$ cat src/rtl/jk_drv_pkg.sv
// Shared types and the JK excitation function for the state-to-JK drive block.
package jk_drv_pkg;

   typedef enum logic [0:0] {
      StInit,
      StRun
   } drv_state_e;

   typedef struct packed {
      logic j;
      logic k;
   } jk_t;

   typedef struct packed {
      logic valid;
      logic exp;
   } chk_t;

   // dc_mode=0 fills don't-cares with 0 (hold/set/reset); dc_mode=1 prefers toggle.
   function automatic jk_t jk_excite(input logic q, input logic t, input logic dc_mode);
      jk_t r;
      if (dc_mode) begin
         r.j = q | t;
         r.k = ~(q & t);
      end else begin
         r.j = ~q & t;
         r.k = q & ~t;
      end
      return r;
   endfunction

endpackage

$ cat src/rtl/bit_fifo.sv
// Single-bit FIFO; pointers carry one extra wrap bit to tell full from empty.
module bit_fifo #(
   parameter int unsigned DEPTH = 4
) (
   input  logic clk_i,
   input  logic rst_ni,
   input  logic push_i,
   input  logic data_i,
   input  logic pop_i,
   output logic data_o,
   output logic full_o,
   output logic empty_o
);

   localparam int unsigned AW = (DEPTH > 1) ? $clog2(DEPTH) : 1;

   logic [AW:0]      wptr_q, rptr_q;
   logic [DEPTH-1:0] mem_q;
   logic             do_push, do_pop;

   assign empty_o = (wptr_q == rptr_q);
   assign full_o  = (wptr_q[AW] != rptr_q[AW]) && (wptr_q[AW-1:0] == rptr_q[AW-1:0]);
   assign data_o  = mem_q[rptr_q[AW-1:0]];
   assign do_push = push_i && !full_o;
   assign do_pop  = pop_i && !empty_o;

   always_ff @(posedge clk_i or negedge rst_ni) begin
      if (!rst_ni) begin
         wptr_q <= '0;
         rptr_q <= '0;
      end else begin
         if (do_push) wptr_q <= wptr_q + (AW + 1)'(1);
         if (do_pop)  rptr_q <= rptr_q + (AW + 1)'(1);
      end
   end

   always_ff @(posedge clk_i) begin
      if (do_push) mem_q[wptr_q[AW-1:0]] <= data_i;
   end

endmodule

$ cat src/rtl/jk_excite_driver.sv
// Turns a stream of desired flop states into registered J/K drive and checks the
// flop's slave output a fixed number of edges later.
module jk_excite_driver
   import jk_drv_pkg::*;
#(
   parameter int unsigned DEPTH   = 4,
   parameter int unsigned FB_LAT  = 2,
   parameter int unsigned DC_MODE = 0,
   parameter int unsigned CNT_W   = 8
) (
   input  logic             clk,
   input  logic             rst,
   input  logic             tgt_valid,
   input  logic             tgt_bit,
   output logic             tgt_ready,
   output logic             j,
   output logic             k,
   input  logic             qs,
   input  logic             err_clr,
   output logic             q_exp,
   output logic             busy,
   output logic             err,
   output logic [CNT_W-1:0] err_cnt
);

   localparam logic DC_BIT = (DC_MODE != 0);

   drv_state_e       state_q, state_d;
   jk_t              jk_q, jk_d;
   logic             q_exp_q, q_exp_d;
   chk_t             chk_q [FB_LAT];
   chk_t             chk_in;
   logic             err_q, err_d;
   logic [CNT_W-1:0] err_cnt_q, err_cnt_d;

   logic fifo_full, fifo_empty, fifo_data;
   logic push, pop;
   logic mismatch, chk_pend;

   assign tgt_ready = (state_q == StRun) && !fifo_full;
   assign push      = tgt_valid && tgt_ready;
   assign pop       = (state_q == StRun) && !fifo_empty;

   bit_fifo #(
      .DEPTH (DEPTH)
   ) u_fifo (
      .clk_i   (clk),
      .rst_ni  (rst),
      .push_i  (push),
      .data_i  (tgt_bit),
      .pop_i   (pop),
      .data_o  (fifo_data),
      .full_o  (fifo_full),
      .empty_o (fifo_empty)
   );

   always_comb begin
      state_d = state_q;
      jk_d    = '0;
      q_exp_d = q_exp_q;
      chk_in  = '0;
      unique case (state_q)
         StInit: begin
            // Force a known 0 in the flop before any target is applied.
            jk_d    = '{j: 1'b0, k: 1'b1};
            q_exp_d = 1'b0;
            chk_in  = '{valid: 1'b1, exp: 1'b0};
            state_d = StRun;
         end
         StRun: begin
            if (pop) begin
               jk_d    = jk_excite(q_exp_q, fifo_data, DC_BIT);
               q_exp_d = fifo_data;
               chk_in  = '{valid: 1'b1, exp: fifo_data};
            end
         end
         default: state_d = StInit;
      endcase
   end

   always_comb begin
      chk_pend = 1'b0;
      for (int i = 0; i < int'(FB_LAT); i++) begin
         chk_pend = chk_pend | chk_q[i].valid;
      end
   end

   assign mismatch = chk_q[FB_LAT-1].valid && (qs != chk_q[FB_LAT-1].exp);

   always_comb begin
      err_d     = err_q;
      err_cnt_d = err_cnt_q;
      if (err_clr) begin
         // A mismatch on the clearing edge survives as the first new error.
         err_d     = mismatch;
         err_cnt_d = mismatch ? CNT_W'(1) : '0;
      end else if (mismatch) begin
         err_d = 1'b1;
         if (err_cnt_q != {CNT_W{1'b1}}) err_cnt_d = err_cnt_q + CNT_W'(1);
      end
   end

   always_ff @(posedge clk or negedge rst) begin
      if (!rst) begin
         state_q   <= StInit;
         jk_q      <= '0;
         q_exp_q   <= 1'b0;
         err_q     <= 1'b0;
         err_cnt_q <= '0;
         for (int i = 0; i < int'(FB_LAT); i++) chk_q[i] <= '0;
      end else begin
         state_q   <= state_d;
         jk_q      <= jk_d;
         q_exp_q   <= q_exp_d;
         err_q     <= err_d;
         err_cnt_q <= err_cnt_d;
         chk_q[0]  <= chk_in;
         for (int i = 1; i < int'(FB_LAT); i++) chk_q[i] <= chk_q[i-1];
      end
   end

   assign j       = jk_q.j;
   assign k       = jk_q.k;
   assign q_exp   = q_exp_q;
   assign err     = err_q;
   assign err_cnt = err_cnt_q;
   // The INIT step counts as pending work only once reset has been released.
   assign busy    = !fifo_empty || chk_pend || ((state_q == StInit) && rst);

endmodule
$ cat config.mk
export PLATFORM = sky130hd
export DESIGN_NAME = jk_excite_driver
export DESIGN_NICKNAME = d
export VERILOG_FILES = /design/src/rtl/jk_drv_pkg.sv /design/src/rtl/bit_fifo.sv /design/src/rtl/jk_excite_driver.sv
export SDC_FILE = /design/constraint.sdc
export NUM_CORES = 1
export LEC_CHECK = 0
export CAP_MARGIN = 5
export CORE_MARGIN = 1.5
export CORE_UTILIZATION = 60
export DETAILED_ROUTE_END_ITERATION = 8
export DONT_BUFFER_PORTS = 1
export GPL_TIMING_DRIVEN = 0
export PLACE_DENSITY_LB_ADDON = 0.25
export SLEW_MARGIN = 0
export SYNTH_ARGS = -nofsm -noshare
export SYNTH_HDL_FRONTEND = slang
export SYNTH_SLANG_ARGS = --single-unit
$ cat constraint.sdc
create_clock -name clk -period 1.85 [get_ports clk]
set_input_delay 0.2775 -clock clk [delete_from_list [all_inputs] [get_ports clk]]
set_output_delay 0.2775 -clock clk [all_outputs]
set_load 0.01 [all_outputs]
==> results of run 1 <==
## cells in the mapped netlist, drive strengths merged, types with 3 or more instances
master / count
edfxtp: 4
ha: 6
xor2: 5
inv: 5
dfrtp: 23
nor2: 4
o21ai: 4
and2: 5
nand2: 7
nand3: 4
a21oi: 3
nand4: 3
xnor2: 5
## through the flow
stage          worst slack, ns  cells   TNS [ns]  util [%]
6_report                0.0549    139          0      70.1
5_1_grt              -0.000906    139  -0.000906      70.1
3_5_place_dp            0.0472    131          0      65.8
3_3_place_gp             0.120    131          0      65.8
2_1_floorplan            0.189    104          0         -
4_1_cts                 0.0185    138          0      69.3
## power by group through the flow
stage	clock [mW]	sequential (mW)	combinational, mW
5_1_grt	0.278	1.02	0.811
3_5_place_dp	0	1.00	0.606
3_3_place_gp	0	0.987	0.567
4_1_cts	0.252	0.995	0.702
2_1_floorplan	0	0.954	0.498
6_report	0.243	0.995	0.728
## logic make-up after synthesis
group | synth area share, %
buffers and inverters | 1.79
flip-flops | 55.4
multiplexers | 4.28
AND/OR/NAND/NOR | 14.1
other | 0.299
AO/OA/AOI/OAI | 10.6
XOR/XNOR | 7.57
adder cells (fa/ha/maj) | 5.98
## cell type report
type                    instances  area (µm²)
flip-flops and latches         27         702
fillers                       138         587
multi-input cells              71         558
well taps                      27        33.8
repair buffers                  4        32.5
clock buffers                   4        26.3
inverters                       5        18.8
plain buffers                   1        3.75
## what timing repair did
item / in CTS / in global routing
hold buffers: 1 / 0
gates resized for setup: 4 / 4
setup buffers: 2 / 1
pin swaps: 2 / 1
endpoints found under the hold margin: 23 / 0
endpoints found under the setup margin: 1 / 2
## worst max path at each step
stage	endpoint	slack (ns)	start
final	busy	0.05	u_fifo.rptr_q[2]
after global routing	busy	-0.0009	u_fifo.wptr_q[2]
after floorplan	err_cnt[5]	0.19	err_cnt[0]
after global placement	err_cnt[5]	0.12	err_cnt[0]
after detailed placement	err_cnt[5]	0.05	err_cnt[0]
after CTS	err_cnt[5]	0.02	err_cnt[0]
## state kept, by name, summed over array words and instances, names as in the netlist
register,flops
chk_q,4
err,1
err_cnt,8
j,1
k,1
q_exp,1
state_q,1
u_fifo.mem_q,4
u_fifo.rptr_q,3
u_fifo.wptr_q,3
## worst register-to-register path, cell delays in order, from the launching register on
cell	delay (ns)
dfrtp_2	0.48
ha_1	0.25
nand3_2	0.13
o211ai_4	0.14
or4_1	0.52
a21oi_1	0.16
## routing by layer
layer | track usage [%] | wire (µm)
met3 | 5.86 | 95
met1 | 24.2 | 862
met2 | 34.7 | 1080
met5 | 0 | 0
met4 | 10.5 | 56
==> impl_metrics.toml, run 1 <==
[clocking]
cts_buffers = 3
cts_max_level = 1
cts.path.max_buffers = 2
cts_tree = "done"
path_clk_slew_ns = 0.13
cts_num_sinks = 27
worstSkewPairLatency_ns = 0.32
root_buffer = "clkbuf_4"

[power]
p_sw_share_pct = 37.3
combPwrFrac_pct = 37.0
seqPwrFrac_pct = 50.6
powerDensity_mw_per_mm2 = 1430
ir_drop_mv = 1.04
intPower_mw = 1.23
power_mw = 1.97
p_sw_mw = 0.732
power_frac_clock_pct = 12.4
p_leak_nw = 0.603

[synthesis]
synth-async-reset-ratio_pct = 85.2
synth_top_flop_cell = "dfrtp_1"
syn_inst = 104
synth_top_area_share_pct = 45.8
synth-seq-area-share_pct = 55.4
synth_warnings = 0
synth.area.top_cells = "dfrtp_1 46%, edfxtp_1 9.6%, ha_1 6.0%, xnor2_1 3.5%, xor2_1 2.8%"
synth_area_mm2 = 0.00126
yosysUniqueCellTypes = 35
synth_edf_count = 4
syn-num-nets = 116
synth-seq-cells = 27
syn_avg_cell_area_um2 = 12.1
yosys.area.top_type = "dfrtp_1"

[routing]
wirelength_um = 2100
routed_via_density = 5.79
num_vias = 805
route.detailed.drc = 0
first_pass_iters = 4
drt-wirelength-per-cell_um = 15.1
first_iter_violations = 10
ant_nets = 0

[finish]
final_nets = 125
area_growth_pct = 9.46
layout_commonest_cell = "dfrtp_1"
design_area_mm2 = 0.00138
drive_gt1_share_pct = 19.6
final_cell_mix = "18 x dfrtp_1, 7 x nand2_1, 6 x ha_1"
n_antenna_cell = 0

[setup_path]
critPathSlowestCell = "dfrtp_1"
crit_arrival_ns = 1.52
path_buf_inv = 0
reg2reg_from = "err_cnt[0]"
required_ns = 1.57
r2r-end = "err_cnt[5]"
startpoint_type = "flip-flop"
crit_type = "reg2out"
path_delay_family = "flip-flops"
slowest_delay_ns = 0.43
path_cells = "xor2_1, nand3b_1, a2111o_1"
rr_worst_depth = 5
crit_path_end_kind = "primary output"
r2r_setup_slack_ns = 0.10
crit_fanout = 3
crit_cells = 3

[timing]
skew_ns = 0.00388
fin_crit_sh_pct = 97.0
final_hold_viol_count = 0
period_needed_ns = 1.80
setup_violations = 0
rsz0062_at_grt = "yes"
holdWs_ns = 0.0477
slew_violations = 0
maxSlewHeadroom_pct = 35.2
tightestPinTransition_ns = 0.968
max_clock_freq_mhz = 557

[run]
drv_cap = 0

[floorplan]
rows = 16
die_x_um = 48.8
io_pins = 20
die_h_um = 48.8
core_area_mm2 = 0.00196
start_util_pct = 64.0
die_area_mm2 = 0.00238

[hold_path]
hp-class = "in2reg"
hold_start = "tgt_bit"
holdPathStages = 0
whs_endpoint = "u_fifo.mem_q[2]"

[placed_design]
place_congestion = 0.795
dpl_cell_area_mm2 = 0.00129
dp_hpwl_um = 1560
portBuffers = 0

[global_routing]
grt_max_degree = 24
antenna_found_initial = 0
grt_pass1_vias = 793
grt_pass1_wl_um = 3620
grt_remaining_overflow = 0
grtUsageTotal_pct = 20.7

[status]
status = "finished clean"
No activity file was read; power rests on OpenSTA's default activity.
==> run 2: changes to the inputs <==
--- a/config.mk
+++ b/config.mk
@@ -11,6 +11,7 @@
 export DETAILED_ROUTE_END_ITERATION = 8
 export DONT_BUFFER_PORTS = 1
 export GPL_TIMING_DRIVEN = 0
+export HOLD_SLACK_MARGIN = 0.06
 export PLACE_DENSITY_LB_ADDON = 0.25
 export SLEW_MARGIN = 0
 export SYNTH_ARGS = -nofsm -noshare
==> impl_metrics.toml, run 2 (same netlist as run 1, synthesis figures left out) <==
[setup_path]
rr_worst_depth = 5
slowest_delay_ns = 0.43
crit_arrival_ns = 1.52
crit_end = "busy"
path_cells = "xor2_1, nand3b_1, a2111o_1"
cp-startpoint = "u_fifo.rptr_q[2]"
r2r-end = "err_cnt[5]"
required_ns = 1.57
reg2reg_from = "err_cnt[0]"
critPathSlowestCell = "dfrtp_1"
startpoint_type = "flip-flop"
crit_type = "reg2out"
crit_path_end_kind = "primary output"
r2r_setup_slack_ns = 0.10
crit_fanout = 3

[hold_path]
hp-class = "in2reg"
holdPathStages = 3

[finish]
num-fill-cells = 137
final_cell_mix = "18 x dfrtp_1, 7 x nand2_1, 6 x ha_1"
seq_area_um2 = 702
n_antenna_cell = 0
drive_gt1_share_pct = 19.5
design_area_mm2 = 0.00139
largest_reg_flops = 8
layout_commonest_cell = "dfrtp_1"
multi_input_area_um2 = 558
final_nets = 126
instances_no_fill = 140
area_growth_pct = 10.3

[timing]
setup_violations = 0
tightestPinTransition_ns = 0.968
period_needed_ns = 1.79
slew_violations = 0
skew_ns = 0.00479
setup_slack_ns = 0.0562
rsz0062_at_grt = "yes"
final_hold_viol_count = 0
fin_crit_sh_pct = 97.0
maxSlewHeadroom_pct = 35.2
fin_setup_tns_ns = 0
max_clock_freq_mhz = 557
holdWs_ns = 0.266

[routing]
first_iter_violations = 10
routed_via_density = 5.77
num_vias = 808
ant_nets = 0
wirelength_um = 2090
drt-wirelength-per-cell_um = 14.9
route.detailed.drc = 0
first_pass_iters = 4

[placed_design]
place_congestion = 0.795
dp_hpwl_um = 1560
dpl_cell_area_mm2 = 0.00129
dp.cells = 131
portBuffers = 0
dp_worst_setup_slack_ns = 0.0472

[clocking]
path_clk_slew_ns = 0.13
cts_max_level = 1
root_buffer = "clkbuf_4"
cts_num_sinks = 27
cts.path.max_buffers = 2
cts_tree = "done"
worstSkewPairLatency_ns = 0.32
cts_buffers = 3

[floorplan]
die_area_mm2 = 0.00238
die_x_um = 48.8
die_h_um = 48.8
start_util_pct = 64.0
core_area_mm2 = 0.00196
io_pins = 20
rows = 16

[global_routing]
grt_pass1_wl_um = 3620
antenna_found_initial = 0
grt_pass1_vias = 795
grt_max_degree = 24
grt_remaining_overflow = 0
grtUsageTotal_pct = 20.7

[power]
powerDensity_mw_per_mm2 = 1420
p_leak_nw = 0.608
ir_drop_mv = 1.04

[status]
status = "finished clean"

[run]
drv_cap = 0
-- run 2: cell count changes in the layout (fill, tap and decap cells not counted) --
cell	delta
dlygate4sd3_1	+1
-- run 2: stage by stage --
stage                     util [%]  power, mW
after floorplan                  -       1.45
after global placement        65.8       1.55
after detailed placement      65.8       1.61
after CTS                     69.8       1.95
after global routing          70.6       2.11
final                         70.6       1.97
-- run 2: what timing repair did --
action / in CTS / in global routing
hold buffers: 2 / 0
endpoints found under the hold margin: 27 / 0
pin swaps: 2 / 1
setup endpoints to repair: 1 / 2
buffers inserted: 2 / 1
resized for setup: 4 / 4
-- run 2: critical path, delay by kind of cell, from the launching register on --
family,cells,cell delay [ns]
flip-flops,1,0.43
XOR/XNOR,1,0.19
AND/OR/NAND/NOR,1,0.21
AO/OA/AOI/OAI,1,0.37
-- run 2: cell type report --
| cell class | count | area share, % |
|---|---|---|
| flip-flops and latches | 27 | 50.7 |
| multi-input cells | 71 | 40.3 |
| repair buffers | 5 | 3.07 |
| well taps | 27 | 2.44 |
| clock buffers | 4 | 1.90 |
| inverters | 5 | 1.36 |
| plain buffers | 1 | 0.271 |
-- run 2: layer usage --
layer,up-vias,share of wire [%],GRT usage (%)
met1,396,41,24.2
met5,-,0,0
li1,386,-,-
met3,6,4.4,5.86
met4,0,2.7,10.5
met2,20,52,34.7
-- run 2: how the worst min path moves through the flow --
stage | from | endpoint | slack (ns)
floorplan | rst | chk_q[0] | -0.02
global placement | rst | k | -0.02
detailed placement | rst | j | -0.02
CTS | tgt_valid | u_fifo.wptr_q[0] | 0.27
global route | tgt_valid | u_fifo.wptr_q[0] | 0.27
finish | tgt_valid | u_fifo.wptr_q[0] | 0.27
-- run 2: report_power, final --
group	total, mW	internal [mW]	switching, mW
sequential	0.995	0.790	0.205
clock	0.243	0.0843	0.158
combinational	0.730	0.361	0.369
